==> src/rtl/t1_run_sequencer.sv <==
// t1_run_sequencer: releases DUT reset, counts run cycles, arbitrates end-of-run and flags errors.
// Optional trace window (dump_start/dump_end, error code 3) is built when T1_RUN_TRACE_WINDOW_EN is defined.
module t1_run_sequencer #(
   parameter int RESET_CYCLES   = 4,
   parameter int CYCLE_W        = 64,
   parameter int PROGRESS_LIMIT = 100000,
   parameter int DRAIN_CYCLES   = 16
) (
   input  logic               clock,
   input  logic               reset,
   input  logic               wd_valid,
   input  logic [7:0]         wd_status,
   input  logic               tb_done,
   input  logic               progress,
   input  logic [CYCLE_W-1:0] dump_start,
   input  logic [CYCLE_W-1:0] dump_end,
   output logic               dut_reset,
   output logic               run_active,
   output logic               dump_enable,
   output logic               finish,
   output logic               fatal,
   output logic [1:0]         error_code,
   output logic [CYCLE_W-1:0] cycle
);
   localparam int HOLD_W  = (RESET_CYCLES > 32'sd1) ? $clog2(RESET_CYCLES) : 32'sd1;
   localparam int IDLE_W  = (PROGRESS_LIMIT > 32'sd1) ? $clog2(PROGRESS_LIMIT) : 32'sd1;
   localparam int DRAIN_W = (DRAIN_CYCLES > 32'sd1) ? $clog2(DRAIN_CYCLES) : 32'sd1;
   localparam logic [HOLD_W-1:0]  HOLD_LAST  = HOLD_W'(RESET_CYCLES - 32'sd1);
   localparam logic [IDLE_W-1:0]  IDLE_LAST  = IDLE_W'(PROGRESS_LIMIT - 32'sd1);
   localparam logic [DRAIN_W-1:0] DRAIN_LAST = DRAIN_W'(DRAIN_CYCLES - 32'sd1);
   localparam logic               PROG_EN    = (PROGRESS_LIMIT > 32'sd0);
   localparam logic [CYCLE_W-1:0] CYC_MAX    = {CYCLE_W{1'b1}};
   localparam logic [CYCLE_W-1:0] CYC_ZERO   = {CYCLE_W{1'b0}};

   typedef enum logic [2:0] {
      ST_HOLD  = 3'd0,
      ST_RUN   = 3'd1,
      ST_DRAIN = 3'd2,
      ST_DONE  = 3'd3,
      ST_ERROR = 3'd4
   } state_t;

   state_t               state_r, state_s;
   logic [HOLD_W-1:0]    hold_cnt_r;
   logic [IDLE_W-1:0]    idle_cnt_r;
   logic [DRAIN_W-1:0]   drain_cnt_r;
   logic                 tb_done_seen_r;
   logic [CYCLE_W-1:0]   cycle_r, cycle_s;
   logic [1:0]           err_code_s;
   logic                 wd_bad_s, wd_fin_s, idle_hit_s, end_hit_s, dump_nxt_s;
   logic                 dut_reset_r, run_active_r, dump_enable_r, finish_r, fatal_r;
   logic [1:0]           error_code_r;

`ifdef T1_RUN_TRACE_WINDOW_EN
   logic [CYCLE_W-1:0]   win_start_r, win_end_r, win_start_s, win_end_s;

   // window bounds follow the inputs through HOLD and freeze once the run starts
   always_comb begin
      win_start_s = win_start_r;
      win_end_s   = win_end_r;
      if (state_r == ST_HOLD) begin
         win_start_s = dump_start;
         win_end_s   = dump_end;
      end else begin
         win_start_s = win_start_r;
         win_end_s   = win_end_r;
      end
      end_hit_s  = (state_r == ST_RUN) && (win_end_r != CYC_ZERO) && (cycle_r == win_end_r);
      dump_nxt_s = ((state_s == ST_RUN) || (state_s == ST_DRAIN)) && (cycle_s >= win_start_s) &&
                   ((win_end_s == CYC_ZERO) || (cycle_s < win_end_s));
   end

   always_ff @(posedge clock or posedge reset) begin
      if (reset) begin
         win_start_r <= CYC_ZERO;
         win_end_r   <= CYC_ZERO;
      end else begin
         win_start_r <= win_start_s;
         win_end_r   <= win_end_s;
      end
   end
`else
   logic unused_window_s;
   assign unused_window_s = ^{dump_start, dump_end};
   assign end_hit_s       = 1'b0;
   assign dump_nxt_s      = 1'b0;
`endif

   // event detection, next state and saturating cycle count
   always_comb begin
      state_s    = state_r;
      err_code_s = 2'd0;
      wd_bad_s   = wd_valid && (wd_status != 8'd0) && (wd_status != 8'd255);
      wd_fin_s   = wd_valid && (wd_status == 8'd255) && (tb_done || tb_done_seen_r);
      idle_hit_s = PROG_EN && !progress && (idle_cnt_r == IDLE_LAST);
      if (((state_r == ST_RUN) || (state_r == ST_DRAIN)) && (cycle_r != CYC_MAX)) begin
         cycle_s = cycle_r + CYCLE_W'(1'b1);
      end else begin
         cycle_s = cycle_r;
      end
      case (state_r)
         ST_HOLD: begin
            if (hold_cnt_r == HOLD_LAST) state_s = ST_RUN;
            else                         state_s = ST_HOLD;
         end
         ST_RUN: begin
            if (wd_bad_s) begin
               state_s    = ST_ERROR;
               err_code_s = 2'd1;
            end else if (end_hit_s) begin
               state_s    = ST_ERROR;
               err_code_s = 2'd3;
            end else if (idle_hit_s) begin
               state_s    = ST_ERROR;
               err_code_s = 2'd2;
            end else if (wd_fin_s) begin
               state_s    = ST_DRAIN;
            end else begin
               state_s    = ST_RUN;
            end
         end
         ST_DRAIN: begin
            if (wd_bad_s) begin
               state_s    = ST_ERROR;
               err_code_s = 2'd1;
            end else if (drain_cnt_r == DRAIN_LAST) begin
               state_s    = ST_DONE;
            end else begin
               state_s    = ST_DRAIN;
            end
         end
         ST_DONE:  state_s = ST_DONE;
         ST_ERROR: state_s = ST_ERROR;
         default:  state_s = ST_HOLD;
      endcase
   end

   // state, phase counters and sticky testbench-done latch
   always_ff @(posedge clock or posedge reset) begin
      if (reset) begin
         state_r        <= ST_HOLD;
         hold_cnt_r     <= {HOLD_W{1'b0}};
         idle_cnt_r     <= {IDLE_W{1'b0}};
         drain_cnt_r    <= {DRAIN_W{1'b0}};
         tb_done_seen_r <= 1'b0;
         cycle_r        <= CYC_ZERO;
      end else begin
         state_r <= state_s;
         cycle_r <= cycle_s;
         if ((state_r == ST_HOLD) && (hold_cnt_r != HOLD_LAST))
            hold_cnt_r <= hold_cnt_r + HOLD_W'(1'b1);
         if (state_r == ST_RUN) begin
            if (progress)                      idle_cnt_r <= {IDLE_W{1'b0}};
            else if (idle_cnt_r != IDLE_LAST)  idle_cnt_r <= idle_cnt_r + IDLE_W'(1'b1);
         end
         if (state_r != ST_DRAIN)              drain_cnt_r <= {DRAIN_W{1'b0}};
         else if (drain_cnt_r != DRAIN_LAST)   drain_cnt_r <= drain_cnt_r + DRAIN_W'(1'b1);
         if ((state_r != ST_HOLD) && tb_done)  tb_done_seen_r <= 1'b1;
      end
   end

   // outputs are registered from the next state so they line up with the state change
   always_ff @(posedge clock or posedge reset) begin
      if (reset) begin
         dut_reset_r   <= 1'b1;
         run_active_r  <= 1'b0;
         dump_enable_r <= 1'b0;
         finish_r      <= 1'b0;
         fatal_r       <= 1'b0;
         error_code_r  <= 2'd0;
      end else begin
         dut_reset_r   <= (state_s == ST_HOLD) || (state_s == ST_DONE) || (state_s == ST_ERROR);
         run_active_r  <= (state_s == ST_RUN);
         dump_enable_r <= dump_nxt_s;
         finish_r      <= (state_s == ST_DONE) && (state_r != ST_DONE);
         fatal_r       <= (state_s == ST_ERROR) && (state_r != ST_ERROR);
         if ((state_s == ST_ERROR) && (state_r != ST_ERROR))
            error_code_r <= err_code_s;
      end
   end

   assign dut_reset   = dut_reset_r;
   assign run_active  = run_active_r;
   assign dump_enable = dump_enable_r;
   assign finish      = finish_r;
   assign fatal       = fatal_r;
   assign error_code  = error_code_r;
   assign cycle       = cycle_r;
endmodule

==> config.mk <==
export PLATFORM = sky130hd
export DESIGN_NAME = t1_run_sequencer
export DESIGN_NICKNAME = d
export VERILOG_FILES = /design/src/rtl/t1_run_sequencer.sv
export SDC_FILE = /design/constraint.sdc
export NUM_CORES = 1
export LEC_CHECK = 0
export CAP_MARGIN = 20
export CORE_UTILIZATION = 40
export DETAILED_ROUTE_END_ITERATION = 16
export MAX_ROUTING_LAYER = met4
export PLACE_DENSITY = 0.77
export SLEW_MARGIN = 25
export SYNTH_ARGS = -nofsm -noshare
export SYNTH_HDL_FRONTEND = slang
export SYNTH_SLANG_ARGS = --single-unit
==> constraint.sdc <==
create_clock -name clock -period 4.9 [get_ports clock]
set_clock_uncertainty 0.1 [all_clocks]
set_input_delay 0.735 -clock clock [delete_from_list [all_inputs] [get_ports clock]]
set_output_delay 0.735 -clock clock [all_outputs]
set_load 0.05 [all_outputs]
==> impl_metrics.csv, run 1 <==
group,metric,value,unit
outcome,status,"complete, but fails checks",
outcome,violations,"DRC",
global_routing,grt_pass1_wl,18.5,mm
placed_design,io_buffers,82,
synthesis,synth_cells,472,
final_layout,drive_gt1_share,7.53,%
critical_path,reg2reg_depth,7,
final_layout,design_area,6080,um2
drt,finalWirelength,10.8,mm
synthesis,synth_commonest_cells,"96 x dfrtp_1, 42 x nand2_1, 42 x xnor2_1",
timing,drv_slew,0,
clock_network,cts_sinks,97,
drt,drc,5,
drt,wl_per_cell,15.3,um
timing,whs,0.377,ns
floorplan,num_rows,39,
drt,viasPerCell,5.43,
clock_network,cts_max_path_buffers,2,
critical_path,cp.arrival,3.07,ns
synthesis,synth_edf_count,0,
placed_design,place_congestion,0.797,
final_layout,antenna_cells,0,
synthesis,synth_top_area_cell,"dfrtp_1",
drt,drt_iter0_drc,272,
synthesis,synthTopCellsByArea,"dfrtp_1 50%, xnor2_1 7.6%, xor2_1 5.3%",
power_and_ir_drop,leakagePower,2.56,nW
global_routing,overflow,0,
clock_network,clock_latency,0.35,ns
timing,period_needed,2.95,ns
timing,worst_pin_slew,0.709,ns
global_routing,grtUsageMet1,25.2,%
final_layout,fillers,1012,
global_routing,grt_pass1_vias,3750,
drt,vias,3803,
clock_network,cts_max_level,3,
synthesis,synth_most_common_cell,"dfrtp_1",
floorplan,dieWidth,112,um
global_routing,global_route.usage.met3,2.34,%
synthesis,syn_area_per_cell,10.2,um2
synthesis,yosysWarningCount,0,
critical_path,critical_path_class,"in -> reg",
flow_run,maxCapViolations,0,
synthesis,synth.distinct_cells,53,
final_layout,post-route-util,52.5,%
global_routing,use_met2,29.8,%
placed_design,postPlaceCellArea,5750,um2
critical_path,crit_fanout,24,
global_routing,grt_max_degree,58,
synthesis,async_reset_ff_share,100,%
critical_path,cp-startpoint,"progress",
clock_network,postCtsSetupBuffers,0,
timing,setup-violations-final,0,
clock_network,cts_root_buffer,"clkbuf_16",
drt,first_pass_iters,11,
clock_network,cts_resized,0,
hold_path,worstHoldStart,"tb_done_seen_r",
final_layout,finalNetCount,698,
floorplan,core-area,11600,um2
floorplan,start_util,41.7,%
timing,worst_slack,1.95,ns
power_and_ir_drop,p_per_area,359,nW/um2
synthesis,synth_ff_type,"dfrtp_1",
hold_path,hold_class,"reg -> reg",
timing,timing.final.hold_violations,0,
synthesis,ys_seq_area_share,50.4,%
timing,tns,0,ns
floorplan,io-pin-count,212,
global_routing,busiest_layer,"met2",
critical_path,cp-end-kind,"flop",
clock_network,numCtsBuffers,9,
timing,rsz0062_at_grt,"false",
clock_network,tritoncts,"yes",
critical_path,r2r_start,"cycle[0]",
synthesis,synth_top_area_share,49.9,%
synthesis,ys_ff_latch,97,
floorplan,die-area,12500,um2
synthesis,synthesis.area,4820,um2
timing,post-route-period-util,60.1,%
hold_path,hold_path_depth,1,
clock_network,ctsHoldBuffers,0,
critical_path,startpoint_type,"input port",
global_routing,grt_usage,19.1,%
final_layout,syn_to_final_growth,26.1,%
drt,ant_nets,0,
synthesis,synth_nets,617,
floorplan,die_h,112,um
critical_path,crit_required,5.03,ns
clock_network,clk_pin_slew,0.06,ns
power_and_ir_drop,ir_worst_vdd,149,uV
placed_design,place_ws,1.59,ns
placed_design,hpwl,7.78,mm
timing,fmax,339,MHz
timing,relSlewSlack,52.7,%
global_routing,antenna_found_initial,0,
[kinds of logic (layout without fill, tap and decap cells)]
kind of cell	after synthesis	in the layout	share of synthesized area (%)
multiplexers	3	3	0.675
XOR/XNOR	71	71	12.9
AO/OA/AOI/OAI	45	45	5.97
buffers and inverters	20	106	2.13
flip-flops	97	97	50.4
other	1	1	0.0778
AND/OR/NAND/NOR	231	231	26.8
adder cells (fa/ha/maj)	4	4	1.04
[power breakdown]
| part | leakage (nW) | internal (W) | switching (W) |
|---|---|---|---|
| logic | 1.08 | 0.000166 | 0.000284 |
| clock network | 0.160 | 0.000475 | 0.000294 |
| registers | 1.32 | 0.000878 | 0.0000849 |
| total | 2.56 | 0.00152 | 0.000663 |
[registers in the layout, indices dropped and copies added, names as in the netlist, 2 cells and up]
| signal | flops |
|---|---|
| error_code | 2 |
| drain_cnt_r | 4 |
| idle_cnt_r | 17 |
| state_r | 3 |
| hold_cnt_r | 2 |
| cycle | 64 |
[worst paths after layout]
| check | end | slack (ns) |
|---|---|---|
| min in group asynchronous | idle_cnt_r[0] | 0.76 |
| worst max register to register | cycle[62] | 2.28 |
| worst min-delay path | tb_done_seen_r | 0.38 |
| max in group asynchronous | dut_reset | 2.96 |
| worst max-delay path | run_active | 1.95 |
| worst min register to register | tb_done_seen_r | 0.38 |
[layout make-up]
type / instances / area (um2) / share of cell area (%)
clock buffers: 13 / 260 / 4.28
clock inverters: 3 / 65.1 / 1.07
inverters: 7 / 28.8 / 0.474
multi-input cells: 355 / 2290 / 37.6
flip-flops and latches: 97 / 2430 / 40.0
well taps: 143 / 179 / 2.94
repair buffers: 83 / 828 / 13.6
[metal layers]
metal | share of wire (%) | vias to the layer above
met5 | 0 | -
met4 | 2.0 | 0
met3 | 3.6 | 15
met2 | 49 | 80
met1 | 45 | 1869
li1 | - | 1839
[stage by stage]
stage / total power, W / cells
after floorplan: 0.00130 / 472
after global placement: 0.00141 / 685
after detailed placement: 0.00143 / 685
after CTS: 0.00220 / 701
after global routing: 0.00228 / 701
final: 0.00218 / 701
[cells in the final DEF, fill, tap and decap left out, drive strengths merged, types with 2 or more instances in the layout]
cell / instances
dfrtp: 96
clkdlybuf4s50: 82
nand2: 42
xnor2: 42
nand3: 38
nor2: 37
xor2: 29
nand4: 29
o21ai: 24
nor3: 21
and3: 13
clkbuf: 13
nor4: 12
and4: 10
a21oi: 9
or3: 7
and2: 7
inv: 7
nand2b: 5
ha: 4
a31oi: 3
a21o: 2
o31ai: 2
nand4b: 2
a2bb2oi: 2
mux2: 2
bufinv: 2
or4: 2
[critical path, cell delays in order]
cell and delay [ns]:
clkdlybuf4s50_1 0.61, nand3b_1 0.28, nor4_2 0.36, a211o_2 0.41, nor3_1 0.11, or3_1 0.41
nor2b_1 0.15
Power figures use the tool's default switching activity.
==> inputs of run 2 (changes only) <==
CORE_UTILIZATION = 38   (was 40)
clock period = 2.45 ns   (was 4.9 ns; I/O delays follow)
==> impl_metrics.csv, run 2 (synthesized netlist as in run 1, its figures left out) <==
group,metric,value,unit
timing,timing.final.hold_violations,0,
timing,setup-violations-final,0,
drt,drt_iter0_drc,268,
timing,drv_slew,0,
timing,period_needed,2.42,ns
power_and_ir_drop,p_clk_share,31.5,%
clock_network,clock_latency,0.34,ns
timing,relSlewSlack,61.8,%
final_layout,drive_gt1_share,13.5,%
final_layout,finalNetCount,718,
global_routing,grt_max_degree,98,
final_layout,largest_reg_flops,64,
final_layout,post-route-util,51.5,%
floorplan,io-pin-count,212,
timing,worst_slack,0.0333,ns
final_layout,syn_to_final_growth,30.0,%
timing,post-route-period-util,98.6,%
power_and_ir_drop,switching_power,0.00134,W
drt,first_pass_iters,5,
drt,drc,0,
placed_design,place_ws,0.0241,ns
power_and_ir_drop,ir_worst_vdd,367,uV
power_and_ir_drop,leakagePower,2.62,nW
floorplan,die-area,13100,um2
clock_network,cts_max_path_buffers,2,
timing,fmax,414,MHz
timing,worst_pin_slew,0.572,ns
critical_path,startpoint_type,"flop",
critical_path,crit_required,2.59,ns
timing,tns,0,ns
power_and_ir_drop,p_comb_share,23.5,%
clock_network,tritoncts,"yes",
global_routing,grt_pass1_vias,3949,
power_and_ir_drop,cellInternalPower,0.00289,W
final_layout,mostFrequentLayoutCells,"82 x clkdlybuf4s50_1, 80 x dfrtp_1, 42 x nand2_1, 42 x xnor2_1",
floorplan,dieWidth,115,um
final_layout,antenna_cells,0,
power_and_ir_drop,total_power,0.00423,W
global_routing,grt_usage,18.9,%
drt,wl_per_cell,15.4,um
final_layout,final_common_cell,"clkdlybuf4s50_1",
critical_path,critical_path_class,"reg -> reg",
drt,finalWirelength,11.5,mm
clock_network,ctsHoldBuffers,0,
clock_network,cts_sinks,97,
hold_path,hold_class,"reg -> reg",
placed_design,place_congestion,0.833,
floorplan,core-area,12200,um2
floorplan,die_h,115,um
timing,rsz0062_at_grt,"false",
clock_network,clk_pin_slew,0.07,ns
drt,viasPerCell,5.26,
placed_design,hpwl,8.29,mm
power_and_ir_drop,p_per_area,676,nW/um2
flow_run,maxCapViolations,0,
critical_path,slowest_stage,"dfrtp_1",
clock_network,cts_root_buffer,"clkbuf_16",
critical_path,cp.arrival,2.55,ns
critical_path,critPathTopFamily,"simple AND/OR/NAND/NOR gates",
drt,ant_nets,0,
global_routing,antenna_found_initial,0,
critical_path,crit_chain,"ha_1 -> and4_1 -> a211o_2 -> buf_12 -> nor2_1 -> nand4_1 -> o21ai_0",
floorplan,num_rows,40,
floorplan,start_util,39.6,%
critical_path,cp-end-kind,"flop",
placed_design,io_buffers,82,
critical_path,slowest_delay,0.41,ns
critical_path,critical_path_buf_inv_count,1,
clock_network,numCtsBuffers,9,
power_and_ir_drop,seqPwrFrac,45.0,%
global_routing,overflow,0,
power_and_ir_drop,switching_share,31.7,%
drt,vias,3925,
outcome,status,"finished clean",
clock_network,cts_max_level,3,
global_routing,grt_pass1_wl,19.1,mm
critical_path,crit_fanout,23,
[run 2: repair_timing]
action | 4_1_cts | 5_1_grt
endpoints found under the setup margin | 0 | 17
buffers inserted | 0 | 1
gates resized for setup | 0 | 2
endpoints found under the hold margin | 0 | 0
[run 2: through the flow]
stage	instance area (um2)	std cells	hold WS [ns]
after floorplan	4840	472	0.329
after global placement	5970	729	0.347
after detailed placement	5970	729	0.362
after CTS	6250	745	0.379
after global routing	6270	746	0.400
final	6270	746	0.380
[run 2: layer usage]
metal  wire length, um  global-route usage (%)  vias up
met4               283                    8.74        0
met1              5160                    24.2     1924
met3               365                    2.28       22
met2              5660                    29.9       95
met5                 0                       -        -
li1                  -                       -     1884
[run 2: power by group through the flow]
stage	clock network, W	registers (W)	logic (W)
floorplan	0	0.00214	0.000459
global placement	0	0.00192	0.000974
detailed placement	0	0.00193	0.000997
CTS	0.00136	0.00190	0.00100
global route	0.00142	0.00193	0.00109
finish	0.00133	0.00190	0.000996
[run 2: final cells by class]
type                       count  area, um2
clock buffer                  14        264
clock inverter                 2       13.8
fill                        1052       5900
inverter                       7       30.0
multi-input combinational    355       2300
sequential                    97       2450
tap                          168        210
timing repair buffer         103       1000
[run 2: final timing paths]
path	startpoint	to	slack (ns)	cells after the start
worst max-delay path	idle_cnt_r[0]	idle_cnt_r[4]	0.03	7
worst min-delay path	hold_cnt_r[0]	hold_cnt_r[0]	0.38	1
worst max register to register	idle_cnt_r[0]	idle_cnt_r[4]	0.03	7
worst min register to register	hold_cnt_r[0]	hold_cnt_r[0]	0.38	1
max in group asynchronous	reset	cycle[33]	1.42	3
min in group asynchronous	reset	drain_cnt_r[0]	0.42	3
==> inputs of run 3 (changes only) <==
CORE_UTILIZATION = 39   (was 38)
CTS_BUF_LIST = sky130_fd_sc_hd__clkbuf_4   (was default)
CTS_CLUSTER_SIZE = 25   (was default)
PLACE_DENSITY = 0.78   (was 0.77)
==> impl_metrics.csv, run 3 (synthesized netlist as in run 1, its figures left out) <==
group,metric,value,unit
critical_path,critical_path_class,"reg -> reg",
timing,drv_slew,0,
timing,worst_slack,0.0473,ns
global_routing,grt_pass1_vias,3939,
timing,timing.final.hold_violations,0,
timing,rsz0062_at_grt,"true",
drt,ant_nets,0,
critical_path,crit_fanout,6,
critical_path,slowest_delay,0.46,ns
clock_network,tritoncts,"yes",
final_layout,final_common_cell,"clkdlybuf4s50_1",
power_and_ir_drop,leakagePower,2.58,nW
critical_path,critPathTopFamily,"simple AND/OR/NAND/NOR gates",
drt,vias,3910,
critical_path,critical_path_buf_inv_count,1,
critical_path,r2r_slack,0.05,ns
final_layout,finalNetCount,719,
clock_network,numCtsBuffers,9,
global_routing,overflow,0,
timing,worst_pin_slew,0.607,ns
timing,period_needed,2.40,ns
critical_path,crit_required,2.70,ns
floorplan,io-pin-count,212,
placed_design,io_buffers,82,
timing,post-route-period-util,98.1,%
drt,drc,0,
clock_network,cts_max_path_buffers,2,
floorplan,core-area,12000,um2
timing,setup-violations-final,0,
global_routing,grt_usage,19.4,%
placed_design,place_congestion,0.858,
drt,finalWirelength,11.4,mm
placed_design,place_ws,0.0460,ns
placed_design,hpwl,8.50,mm
drt,viasPerCell,5.39,
power_and_ir_drop,ir_worst_vdd,305,uV
final_layout,syn_to_final_growth,27.7,%
floorplan,die_h,113,um
final_layout,drive_gt1_share,14.2,%
final_layout,antenna_cells,0,
clock_network,clock_latency,0.44,ns
drt,wl_per_cell,15.8,um
critical_path,worstReg2RegEnd,"cycle[25]",
floorplan,start_util,40.1,%
clock_network,clk_pin_slew,0.14,ns
global_routing,grt_pass1_wl,19.2,mm
floorplan,die-area,12800,um2
timing,fmax,416,MHz
floorplan,num_rows,40,
critical_path,r2r_start,"cycle[52]",
drt,drt_iter0_drc,347,
critical_path,startpoint_type,"flop",
final_layout,largest_reg_flops,64,
critical_path,reg2reg_depth,7,
critical_path,cp.arrival,2.65,ns
floorplan,dieWidth,113,um
outcome,status,"finished clean",
clock_network,cts_root_buffer,"clkbuf_4",
timing,relSlewSlack,59.5,%
power_and_ir_drop,p_per_area,626,nW/um2
critical_path,crit_chain,"nand4_1 -> nor4_2 -> buf_4 -> and4_1 -> a21oi_1 -> and3_2 -> xor2_1",
critical_path,cp-startpoint,"cycle[52]",
hold_path,hold_class,"in -> async",
global_routing,grt_max_degree,39,
final_layout,stdcell_count,726,
placed_design,place_inst,708,
critical_path,slowest_stage,"dfrtp_1",
timing,whs,0.224,ns
critical_path,cp-end-kind,"flop",
drt,first_pass_iters,4,
flow_run,maxCapViolations,0,
clock_network,cts_sinks,97,
final_layout,mostFrequentLayoutCells,"82 x clkdlybuf4s50_1, 80 x dfrtp_1, 42 x nand2_1, 42 x xnor2_1",
clock_network,cts_max_level,3,
global_routing,antenna_found_initial,0,
==> run 3: worst max-delay path by stage <==
stage / endpoint / cells after the start
global route: cycle[25] / 7
CTS: cycle[59] / 6
floorplan: cycle[43] / 6
detailed placement: idle_cnt_r[11] / 8
global placement: run_active / 7
finish: cycle[25] / 7
==> run 3: layout make-up <==
type / instances / area (um2)
clock buffer: 12 / 90.1
clock inverter: 4 / 67.6
fill: 1060 / 5860
inverter: 7 / 30.0
multi-input combinational: 355 / 2310
sequential: 97 / 2450
tap: 147 / 184
timing repair buffer: 104 / 1020
==> run 3: worst reg2reg max path: cells and delay by family, from the launching register on <==
kind	cells	cell delay (ns)
buffers and inverters	1	0.18
AO/OA/AOI/OAI	1	0.22
XOR/XNOR	1	0.15
AND/OR/NAND/NOR	4	1.20
flip-flops	1	0.46
==> run 3: routing by layer <==
layer,global-route usage [%],wire [um]
met5,-,0
met4,9.91,262
met3,2.62,449
met2,30.2,5700
met1,25.0,5020
==> run 3: stage by stage <==
stage / instance area (um2) / setup TNS [ns] / utilization (%) / power, W
4_1_cts: 6120 / 0 / 50.9 / 0.00388
2_1_floorplan: 4840 / 0 / - / 0.00260
6_report: 6150 / 0 / 51.2 / 0.00385
3_5_place_dp: 5960 / 0 / 49.6 / 0.00293
5_1_grt: 6150 / -0.376 / 51.2 / 0.00404
3_3_place_gp: 5960 / 0 / 49.6 / 0.00289
==> run 3: repair_timing <==
action,in CTS,in global routing
endpoints found under the hold margin,0,0
gates resized for setup,0,4
setup endpoints to repair,0,18
hold buffers,0,0
buffers inserted,0,2
==> run 3: power breakdown <==
group	switching, W	internal [W]
clock network	0.000511	0.000444
registers	0.000159	0.00176
logic	0.000593	0.000386
